[src/rtl/mc_pkg.sv]
// mc_pkg
// Shared definitions for the multicycle datapath main controller:
//   - state_t  : controller state enumeration
//   - OP_*     : opcode constants decoded in DECODE / MEMADR
//   - ALUOP_*, SRCB_*, PCSRC_* : datapath mux / ALU control encodings
//   - ctrl_t   : full control word produced for each state, including the
//                internal pcwrite / branch terms that are folded into pcen
// Optional feature macro: MC_CONTROLLER_JUMP_EN (JEX state is only entered
// when it is defined; the encoding is kept so the enum is identical in
// both builds).
package mc_pkg;

  localparam int OPW = 6;

  typedef enum logic [3:0] {
    S_FETCH   = 4'd0,
    S_DECODE  = 4'd1,
    S_MEMADR  = 4'd2,
    S_MEMRD   = 4'd3,
    S_MEMWB   = 4'd4,
    S_MEMWR   = 4'd5,
    S_RTYPEEX = 4'd6,
    S_RTYPEWB = 4'd7,
    S_BEQEX   = 4'd8,
    S_ADDIEX  = 4'd9,
    S_ADDIWB  = 4'd10,
    S_JEX     = 4'd11
  } state_t;

  localparam logic [OPW-1:0] OP_LW    = 6'b100011;
  localparam logic [OPW-1:0] OP_SW    = 6'b101011;
  localparam logic [OPW-1:0] OP_RTYPE = 6'b000000;
  localparam logic [OPW-1:0] OP_BEQ   = 6'b000100;
  localparam logic [OPW-1:0] OP_ADDI  = 6'b001000;
  localparam logic [OPW-1:0] OP_J     = 6'b000010;

  localparam logic [1:0] ALUOP_ADD   = 2'b00;
  localparam logic [1:0] ALUOP_SUB   = 2'b01;
  localparam logic [1:0] ALUOP_FUNCT = 2'b10;

  localparam logic [1:0] SRCB_B     = 2'b00;
  localparam logic [1:0] SRCB_FOUR  = 2'b01;
  localparam logic [1:0] SRCB_IMM   = 2'b10;
  localparam logic [1:0] SRCB_IMMSH = 2'b11;

  localparam logic [1:0] PCSRC_ALU    = 2'b00;
  localparam logic [1:0] PCSRC_ALUOUT = 2'b01;
  localparam logic [1:0] PCSRC_JUMP   = 2'b10;

  typedef struct packed {
    logic       pcwrite;
    logic       branch;
    logic       irwrite;
    logic       regwrite;
    logic       memwrite;
    logic       iord;
    logic       alusrca;
    logic [1:0] alusrcb;
    logic [1:0] aluop;
    logic [1:0] pcsrc;
    logic       regdst;
    logic       memtoreg;
  } ctrl_t;

  // All-zero control word: no enable asserted, every mux on its 0 input.
  function automatic ctrl_t ctrl_idle();
    return '0;
  endfunction

endpackage

[src/rtl/mc_outdec.sv]
// mc_outdec
// Combinational decoder from controller state to the full control word.
// Ports:
//   state  in  state_t  current controller state
//   ctrl   out ctrl_t   control word for that state (pcwrite/branch still
//                       separate; the top combines them into pcen)
// Optional feature macro: MC_CONTROLLER_JUMP_EN (decodes JEX; without it
// JEX is treated like any other unreachable encoding).
module mc_outdec
  import mc_pkg::*;
(
  input  state_t state,
  output ctrl_t  ctrl
);

  // Moore output table. Every field starts at zero so each state only lists
  // what it asserts, and unreachable encodings produce an idle word.
  always_comb begin
    ctrl = ctrl_idle();
    case (state)
      S_FETCH: begin
        ctrl.iord    = 1'b0;
        ctrl.alusrca = 1'b0;
        ctrl.alusrcb = SRCB_FOUR;
        ctrl.aluop   = ALUOP_ADD;
        ctrl.pcsrc   = PCSRC_ALU;
        ctrl.irwrite = 1'b1;
        ctrl.pcwrite = 1'b1;
      end
      S_DECODE: begin
        ctrl.alusrca = 1'b0;
        ctrl.alusrcb = SRCB_IMMSH;
        ctrl.aluop   = ALUOP_ADD;
      end
      S_MEMADR: begin
        ctrl.alusrca = 1'b1;
        ctrl.alusrcb = SRCB_IMM;
        ctrl.aluop   = ALUOP_ADD;
      end
      S_MEMRD: begin
        ctrl.iord = 1'b1;
      end
      S_MEMWB: begin
        ctrl.regdst   = 1'b0;
        ctrl.memtoreg = 1'b1;
        ctrl.regwrite = 1'b1;
      end
      S_MEMWR: begin
        ctrl.iord     = 1'b1;
        ctrl.memwrite = 1'b1;
      end
      S_RTYPEEX: begin
        ctrl.alusrca = 1'b1;
        ctrl.alusrcb = SRCB_B;
        ctrl.aluop   = ALUOP_FUNCT;
      end
      S_RTYPEWB: begin
        ctrl.regdst   = 1'b1;
        ctrl.memtoreg = 1'b0;
        ctrl.regwrite = 1'b1;
      end
      S_BEQEX: begin
        ctrl.alusrca = 1'b1;
        ctrl.alusrcb = SRCB_B;
        ctrl.aluop   = ALUOP_SUB;
        ctrl.pcsrc   = PCSRC_ALUOUT;
        ctrl.branch  = 1'b1;
      end
      S_ADDIEX: begin
        ctrl.alusrca = 1'b1;
        ctrl.alusrcb = SRCB_IMM;
        ctrl.aluop   = ALUOP_ADD;
      end
      S_ADDIWB: begin
        ctrl.regdst   = 1'b0;
        ctrl.memtoreg = 1'b0;
        ctrl.regwrite = 1'b1;
      end
`ifdef MC_CONTROLLER_JUMP_EN
      S_JEX: begin
        ctrl.pcsrc   = PCSRC_JUMP;
        ctrl.pcwrite = 1'b1;
      end
`endif
      default: begin
        ctrl = ctrl_idle();
      end
    endcase
  end

endmodule

[src/rtl/mc_controller.sv]
// mc_controller
// Main control FSM of the multicycle datapath. Sequences each instruction
// through fetch/decode/execute/memory/writeback and drives the datapath
// enables and mux selects.
// Ports:
//   clk       in   clock, rising edge
//   reset     in   synchronous active-low reset
//   op        in   opcode from the instruction register (used in DECODE
//                  and MEMADR only)
//   zero      in   ALU zero flag, used combinationally in BEQEX
//   pcen      out  PC enable = pcwrite | (branch & zero)
//   irwrite, regwrite, memwrite   out  storage write enables
//   iord, alusrca, alusrcb, aluop, pcsrc, regdst, memtoreg  out  selects
// While reset is low every output is forced to 0.
// Optional feature macro: MC_CONTROLLER_JUMP_EN (adds the JEX state for
// op 000010; without it that opcode is illegal and pcsrc never reaches 10).
module mc_controller
  import mc_pkg::*;
#(
  parameter int OPW = 6
) (
  input  logic           clk,
  input  logic           reset,
  input  logic [OPW-1:0] op,
  input  logic           zero,
  output logic           pcen,
  output logic           irwrite,
  output logic           regwrite,
  output logic           memwrite,
  output logic           iord,
  output logic           alusrca,
  output logic [1:0]     alusrcb,
  output logic [1:0]     aluop,
  output logic [1:0]     pcsrc,
  output logic           regdst,
  output logic           memtoreg
);

  state_t state_q;
  state_t state_d;
  ctrl_t  ctrl_raw;
  ctrl_t  ctrl;

  // State register; reset is sampled on the clock edge and returns to FETCH.
  always_ff @(posedge clk) begin
    if (!reset) begin
      state_q <= S_FETCH;
    end else begin
      state_q <= state_d;
    end
  end

  // Next-state logic. The opcode only matters in DECODE and MEMADR; any
  // unlisted or unreachable state falls back to FETCH.
  always_comb begin
    state_d = S_FETCH;
    case (state_q)
      S_FETCH: state_d = S_DECODE;
      S_DECODE: begin
        case (op)
          OP_LW, OP_SW: state_d = S_MEMADR;
          OP_RTYPE:     state_d = S_RTYPEEX;
          OP_BEQ:       state_d = S_BEQEX;
          OP_ADDI:      state_d = S_ADDIEX;
`ifdef MC_CONTROLLER_JUMP_EN
          OP_J:         state_d = S_JEX;
`endif
          default:      state_d = S_FETCH;
        endcase
      end
      S_MEMADR:  state_d = (op == OP_LW) ? S_MEMRD : S_MEMWR;
      S_MEMRD:   state_d = S_MEMWB;
      S_MEMWB:   state_d = S_FETCH;
      S_MEMWR:   state_d = S_FETCH;
      S_RTYPEEX: state_d = S_RTYPEWB;
      S_RTYPEWB: state_d = S_FETCH;
      S_BEQEX:   state_d = S_FETCH;
      S_ADDIEX:  state_d = S_ADDIWB;
      S_ADDIWB:  state_d = S_FETCH;
      default:   state_d = S_FETCH;
    endcase
  end

  mc_outdec u_outdec (
    .state (state_q),
    .ctrl  (ctrl_raw)
  );

  // Reset gating is combinational so that an in-flight write enable drops
  // in the very cycle reset goes low, not one edge later.
  always_comb begin
    ctrl = ctrl_raw;
    if (!reset) begin
      ctrl = ctrl_idle();
    end
  end

  assign pcen     = ctrl.pcwrite | (ctrl.branch & zero);
  assign irwrite  = ctrl.irwrite;
  assign regwrite = ctrl.regwrite;
  assign memwrite = ctrl.memwrite;
  assign iord     = ctrl.iord;
  assign alusrca  = ctrl.alusrca;
  assign alusrcb  = ctrl.alusrcb;
  assign aluop    = ctrl.aluop;
  assign pcsrc    = ctrl.pcsrc;
  assign regdst   = ctrl.regdst;
  assign memtoreg = ctrl.memtoreg;

endmodule

[config.mk]
export PLATFORM = sky130hd
export DESIGN_NAME = mc_controller
export DESIGN_NICKNAME = d
export VERILOG_FILES = /design/src/rtl/mc_pkg.sv /design/src/rtl/mc_outdec.sv /design/src/rtl/mc_controller.sv
export SDC_FILE = /design/constraint.sdc
export NUM_CORES = 1
export LEC_CHECK = 0
export CAP_MARGIN = 20
export CORE_MARGIN = 10
export CORE_UTILIZATION = 36
export CTS_CLUSTER_DIAMETER = 150
export DETAILED_ROUTE_END_ITERATION = 7
export PLACE_DENSITY = 0.84
export SYNTH_ARGS = -nofsm -noshare
export SYNTH_HDL_FRONTEND = slang
export SYNTH_HIERARCHICAL = 1
export SYNTH_SLANG_ARGS = --single-unit
[constraint.sdc]
create_clock -name clk -period 1.1 [get_ports clk]
set_input_delay 0.11 -clock clk [delete_from_list [all_inputs] [get_ports clk]]
set_output_delay 0.11 -clock clk [all_outputs]
set_load 0.005 [all_outputs]
==> results of run 1 <==
==> path summary, 6_finish.rpt <==
path | endpoint | slack (ns) | startpoint | cells after the start
setup reg to reg | state_q[1] | -0.25 | state_q[1] | 6
hold reg to reg | state_q[0] | 0.60 | state_q[0] | 2
hold / removal | state_q[1] | 0.43 | op[4] | 5
setup / recovery | alusrcb[1] | -0.42 | state_q[1] | 4
==> routing by layer <==
layer	up-vias	track usage	wire, um
li1	350	-	-
met1	338	0.0996	805
met2	31	0.239	1210
met3	9	0.0465	207
met4	0	0.0503	50
met5	-	0	0
==> final cells by class <==
cell class | instances | area, um^2
well taps | 15 | 18.8
multi-input cells | 61 | 566
inverters | 1 | 3.75
repair buffers | 51 | 454
fillers | 68 | 156
flip-flops and latches | 4 | 92.6
clock buffers | 4 | 26.3
==> metrics by stage <==
step	instances	total power, W
finish	136	0.000606
global route	136	0.000636
CTS	131	0.000553
detailed placement	118	0.000310
global placement	118	0.000305
floorplan	72	0.000221
==> cell families (layout without fill, tap and decap cells) <==
group / after synthesis / after routing / synth area share
compound gates: 13 / 13 / 0.148
other cells: 1 / 1 / 0.00740
simple gates: 44 / 44 / 0.551
xor+xnor: 3 / 3 / 0.0519
buf+inv: 7 / 56 / 0.0839
flops: 4 / 4 / 0.158
==> power groups by stage <==
stage	Combinational (W)	Clock (W)	Sequential, W
2_1_floorplan	0.0000664	0	0.000155
3_3_place_gp	0.000152	0	0.000153
3_5_place_dp	0.000157	0	0.000153
4_1_cts	0.000187	0.000219	0.000147
5_1_grt	0.000254	0.000234	0.000148
6_report	0.000239	0.000220	0.000148
==> what timing repair did <==
item                                    4_1_cts  5_1_grt
pin swaps                                    24       24
cloned                                        1        0
endpoints found under the setup margin       16       17
gates resized for setup                      76       39
setup buffers                                 8        8
==> placed cells by master (no fill, tap or decap), types with 2 or more instances in the layout <==
cell type and instances:
nor3_4 4, a21oi_2 4, buf_6 15, nor2_4 2, nand2b_4 5, nor3b_2 2
clkdlybuf4s50_1 5, xor2_1 2, nor3b_1 2, dfxtp_4 3, buf_8 2, dlymetal6s2s_1 3
buf_2 11, and2_4 2, and2_1 11, nor2_1 2, a21oi_1 3, buf_4 15
nor4_4 2, clkbuf_4 3, nand2b_1 2
==> critical path, stage by stage (launching register included) <==
cell	delay, ns
dfxtp_4	0.36
or3b_4	0.40
a21oi_2	0.15
and2_4	0.16
buf_6	0.09
==> results.yml, run 1 <==
run_status:
  outcome: "finished, violations left"
  violations: "setup timing"
placement:
  io_buffers: 21
  place_congestion: 0.797
  dp_hpwl_um: 1210
  placed_area_um2: 850
  pre_cts_slack_ns: -0.509
yosys:
  synth.distinct_cells: 30
  synth_top_area_share: 0.160
  async_reset_ff_frac: 0
  avgSynthCellArea_um2: 7.04
  synth.most_common_cell: "and2_1"
  ys_seq_area_frac: 0.158
  synth_edf_count: 0
  synth_warnings: 6
  synth_flop_cell: "dfxtp_1"
  yosys_register_bits: 4
  syn_nets: 81
  synthTopCellsByCount: "13 x and2_1, 7 x a21oi_1, 6 x nand2b_1, 5 x nor2_1"
  yosys.area.top_type: "and2_1"
  synth_area_leaders: "and2_1 16%, dfxtp_1 16%, nand2b_1 7.4%"
  synth_cells: 72
  syn-cell-area_um2: 507
global_route:
  grt-ovfl-total: 0
  grt_usage: 0.120
  grt_pass1_wl_um: 3270
  grt_start_max_net_pins: 16
  grt_pass1_vias: 730
  antenna_found_initial: 0
timing:
  period_share: 1.38
  maxClockFrequency_mhz: 660
  whs_ns: 0.426
  rsz0062_at_grt: "true"
  period_needed_ns: 1.52
  slew_viol_final: 0
  finalSetupTns_ns: -4.83
  setup_viol: 16
  setup_ws_ns: -0.416
  hold_violations: 0
  clock_skew_ns: 0.00178
power_and_ir_drop:
  pwr-share-seq: 0.243
  pwr-share-clk: 0.363
  netSwitchingFraction: 0.311
  p_switching_w: 0.000189
  powerDensity_nw_per_um2: 522
  internal-power_w: 0.000418
  vdd_drop_max_mv: 0.538
  combPwrFrac: 0.394
  p_leak_nw: 0.523
floorplan:
  ios: 23
  start_util: 0.385
  die_x_um: 57.5
  coreArea_um2: 1320
  die_area_um2: 3310
  fp-row-count: 13
  die_y_um: 57.5
clock_network:
  cts_root_buffer: "clkbuf_4"
  cts.sinks: 4
  cts_tree: "built"
  cts_buffers: 3
  clk_latency_ns: 0.25
  postCtsHoldBufs: 0
  htree_levels: 1
  clk_path_buf_depth: 2
  cts.clk_slew.worst_paths_ns: 0.04
cells_and_area:
  syn2layout_area_growth_pct: 129
  fin_area_um2: 1160
  fin_util: 0.881
  largestRegisters: "state_q (4)"
  largest_reg_flops: 4
  finalNetCount: 131
  n_antenna_cell: 0
  drive_gt1_frac: 0.645
  regMostFlops: "state_q"
worst_setup_path:
  path_class: "reg -> out"
  cp.required_ns: 0.99
  crit_arrival_ns: 1.41
  worstSetupStartpointType: "flip-flop"
  endpoint_kind: "output pin"
  crit_fanout: 3
route:
  wl_per_cell_um: 16.7
  firstDrtPassIters: 4
  drtIter0Drc: 12
  ant_nets: 0
  totalWireLength_um: 2280
  vias: 728
  vias_per_cell: 5.35
  drc_errors: 0
run:
  max-cap-violations: 0
min_path:
  holdCritPathClass: "in -> reg"
No activity file was read; power rests on OpenSTA's default activity.
==> run 2, diff against run 1 <==
--- a/config.mk
+++ b/config.mk
@@ -15,3 +15,4 @@
 export SYNTH_HDL_FRONTEND = slang
 export SYNTH_HIERARCHICAL = 1
 export SYNTH_SLANG_ARGS = --single-unit
+export TNS_END_PERCENT = 100
==> results of run 2 <==
No change in the layout: final DEF, timing and power equal those of run 1.
==> run 3, diff against run 2 <==
--- a/config.mk
+++ b/config.mk
@@ -15,4 +15,4 @@
 export SYNTH_HDL_FRONTEND = slang
 export SYNTH_HIERARCHICAL = 1
 export SYNTH_SLANG_ARGS = --single-unit
-export TNS_END_PERCENT = 100
+export TNS_END_PERCENT = 50
==> run 3 against run 2 <==
The flow still finishes with violations (setup timing). Clock power is 3% lower. Die area is the same. Sequential power hardly changed. Register-to-register slack about the same. Sequential share of layout area grew 0.98 points. Core utilization is 9.7 points lower. Hold slack improved by 0.16 ns. Cell area decreased by 11%. Via count decreased by 5.9%. Wire length down 10%.
==> results.yml, run 3 (same netlist as run 1, synthesis figures left out) <==
clock_network:
  cts_tree: "built"
  clk_latency_ns: 0.24
  htree_levels: 1
  cts.clk_slew.worst_paths_ns: 0.04
  cts_buffers: 3
  cts.sinks: 4
  clk_path_buf_depth: 2
  postCtsHoldBufs: 0
  cts_root_buffer: "clkbuf_4"
floorplan:
  coreArea_um2: 1320
  die_y_um: 57.5
  ios: 23
  fp-row-count: 13
  start_util: 0.385
  die_x_um: 57.5
  die_area_um2: 3310
timing:
  finalSetupTns_ns: -4.57
  slew_viol_final: 0
  clock_skew_ns: 0.000322
  rsz0062_at_grt: "true"
  whs_ns: 0.588
  setup_viol: 17
  hold_violations: 0
  period_share: 1.39
  maxClockFrequency_mhz: 655
  period_needed_ns: 1.53
  setup_ws_ns: -0.426
worst_setup_path:
  crit_arrival_ns: 1.42
  worstSetupStartpointType: "flip-flop"
  reg2reg_depth: 6
  r2r_start: "state_q[1]"
  cp.required_ns: 0.99
  crit_start: "state_q[1]"
  endpoint_kind: "output pin"
  path_class: "reg -> out"
  crit_fanout: 3
cells_and_area:
  finalNetCount: 124
  largestRegisters: "state_q (4)"
  drive_gt1_frac: 0.544
  final_cell_mix: "14 x buf_4, 12 x and2_1, 10 x buf_2"
  largest_reg_flops: 4
  n_antenna_cell: 0
  regMostFlops: "state_q"
  syn2layout_area_growth_pct: 104
  final_common_cell: "buf_4"
route:
  totalWireLength_um: 2040
  firstDrtPassIters: 4
  vias_per_cell: 5.31
  wl_per_cell_um: 15.8
  drc_errors: 0
  drtIter0Drc: 14
  vias: 685
  ant_nets: 0
global_route:
  grt-ovfl-total: 0
  grt_pass1_vias: 699
  grt_pass1_wl_um: 3100
  grt_usage: 0.113
  antenna_found_initial: 0
  grt_start_max_net_pins: 16
power_and_ir_drop:
  p_leak_nw: 0.433
  p_total_w: 0.000571
  vdd_drop_max_mv: 0.524
  powerDensity_nw_per_um2: 552
placement:
  place_congestion: 0.797
  dp_hpwl_um: 1210
  io_buffers: 21
run_status:
  outcome: "finished, violations left"
  violations: "setup timing"
min_path:
  holdPathStages: 2
  holdCritPathClass: "reg -> reg"
  holdCritStartpoint: "state_q[0]"
run:
  max-cap-violations: 0
run 3: cell types whose count changed in the layout (fill, tap and decap cells not counted), sizes merged:
cell / before / now
clkdlybuf4s15: 0 / 2
clkdlybuf4s50: 5 / 8
buf: 43 / 34
dlymetal6s2s: 3 / 0
run 3: what timing repair did:
action,4_1_cts,5_1_grt
endpoints found under the setup margin,16,17
setup buffers,5,1
gates cloned,1,0
pin swaps,17,8
resized for setup,59,24
run 3: area by class of cell:
type | count | area (um^2)
inverter | 1 | 3.75
clock buffer | 4 | 26.3
multi-input combinational | 61 | 497
tap | 15 | 18.8
sequential | 4 | 92.6
timing repair buffer | 44 | 395
fill | 104 | 284
run 3: per-layer routing:
layer  vias to the layer above  share of wire  global-route usage
li1                        332              -                   -
met3                         6           0.10              0.0442
met4                         0          0.022              0.0537
met5                         -              0                   0
met2                        30           0.52               0.218
met1                       317           0.36              0.0973
run 3: path summary, 6_finish.rpt:
kind	end	slack [ns]
hold / removal	state_q[0]	0.59
hold reg to reg	state_q[0]	0.59
setup / recovery	alusrcb[1]	-0.43
setup reg to reg	state_q[1]	-0.25
run 3: worst max-delay path: stages, from the launching register on:
cell     delay [ns]
dfxtp_4        0.38
or3b_4         0.42
a21oi_2        0.13
and2_1         0.13
buf_2          0.11
run 3: per-stage QoR:
step / area, um^2 / utilization / cells / worst slack [ns]
floorplan: 533 / - / 72 / -0.000822
global placement: 850 / 0.645 / 118 / -0.443
detailed placement: 850 / 0.645 / 118 / -0.509
CTS: 955 / 0.725 / 128 / -0.417
global route: 1030 / 0.784 / 129 / -0.460
finish: 1030 / 0.784 / 129 / -0.426
run 3: power by group:
part / internal [W] / total (W) / switching [W]
Clock: 0.000137 / 0.000213 / 0.0000761
Sequential: 0.000143 / 0.000148 / 0.00000490
Combinational: 0.000124 / 0.000209 / 0.0000855
Total: 0.000404 / 0.000571 / 0.000166
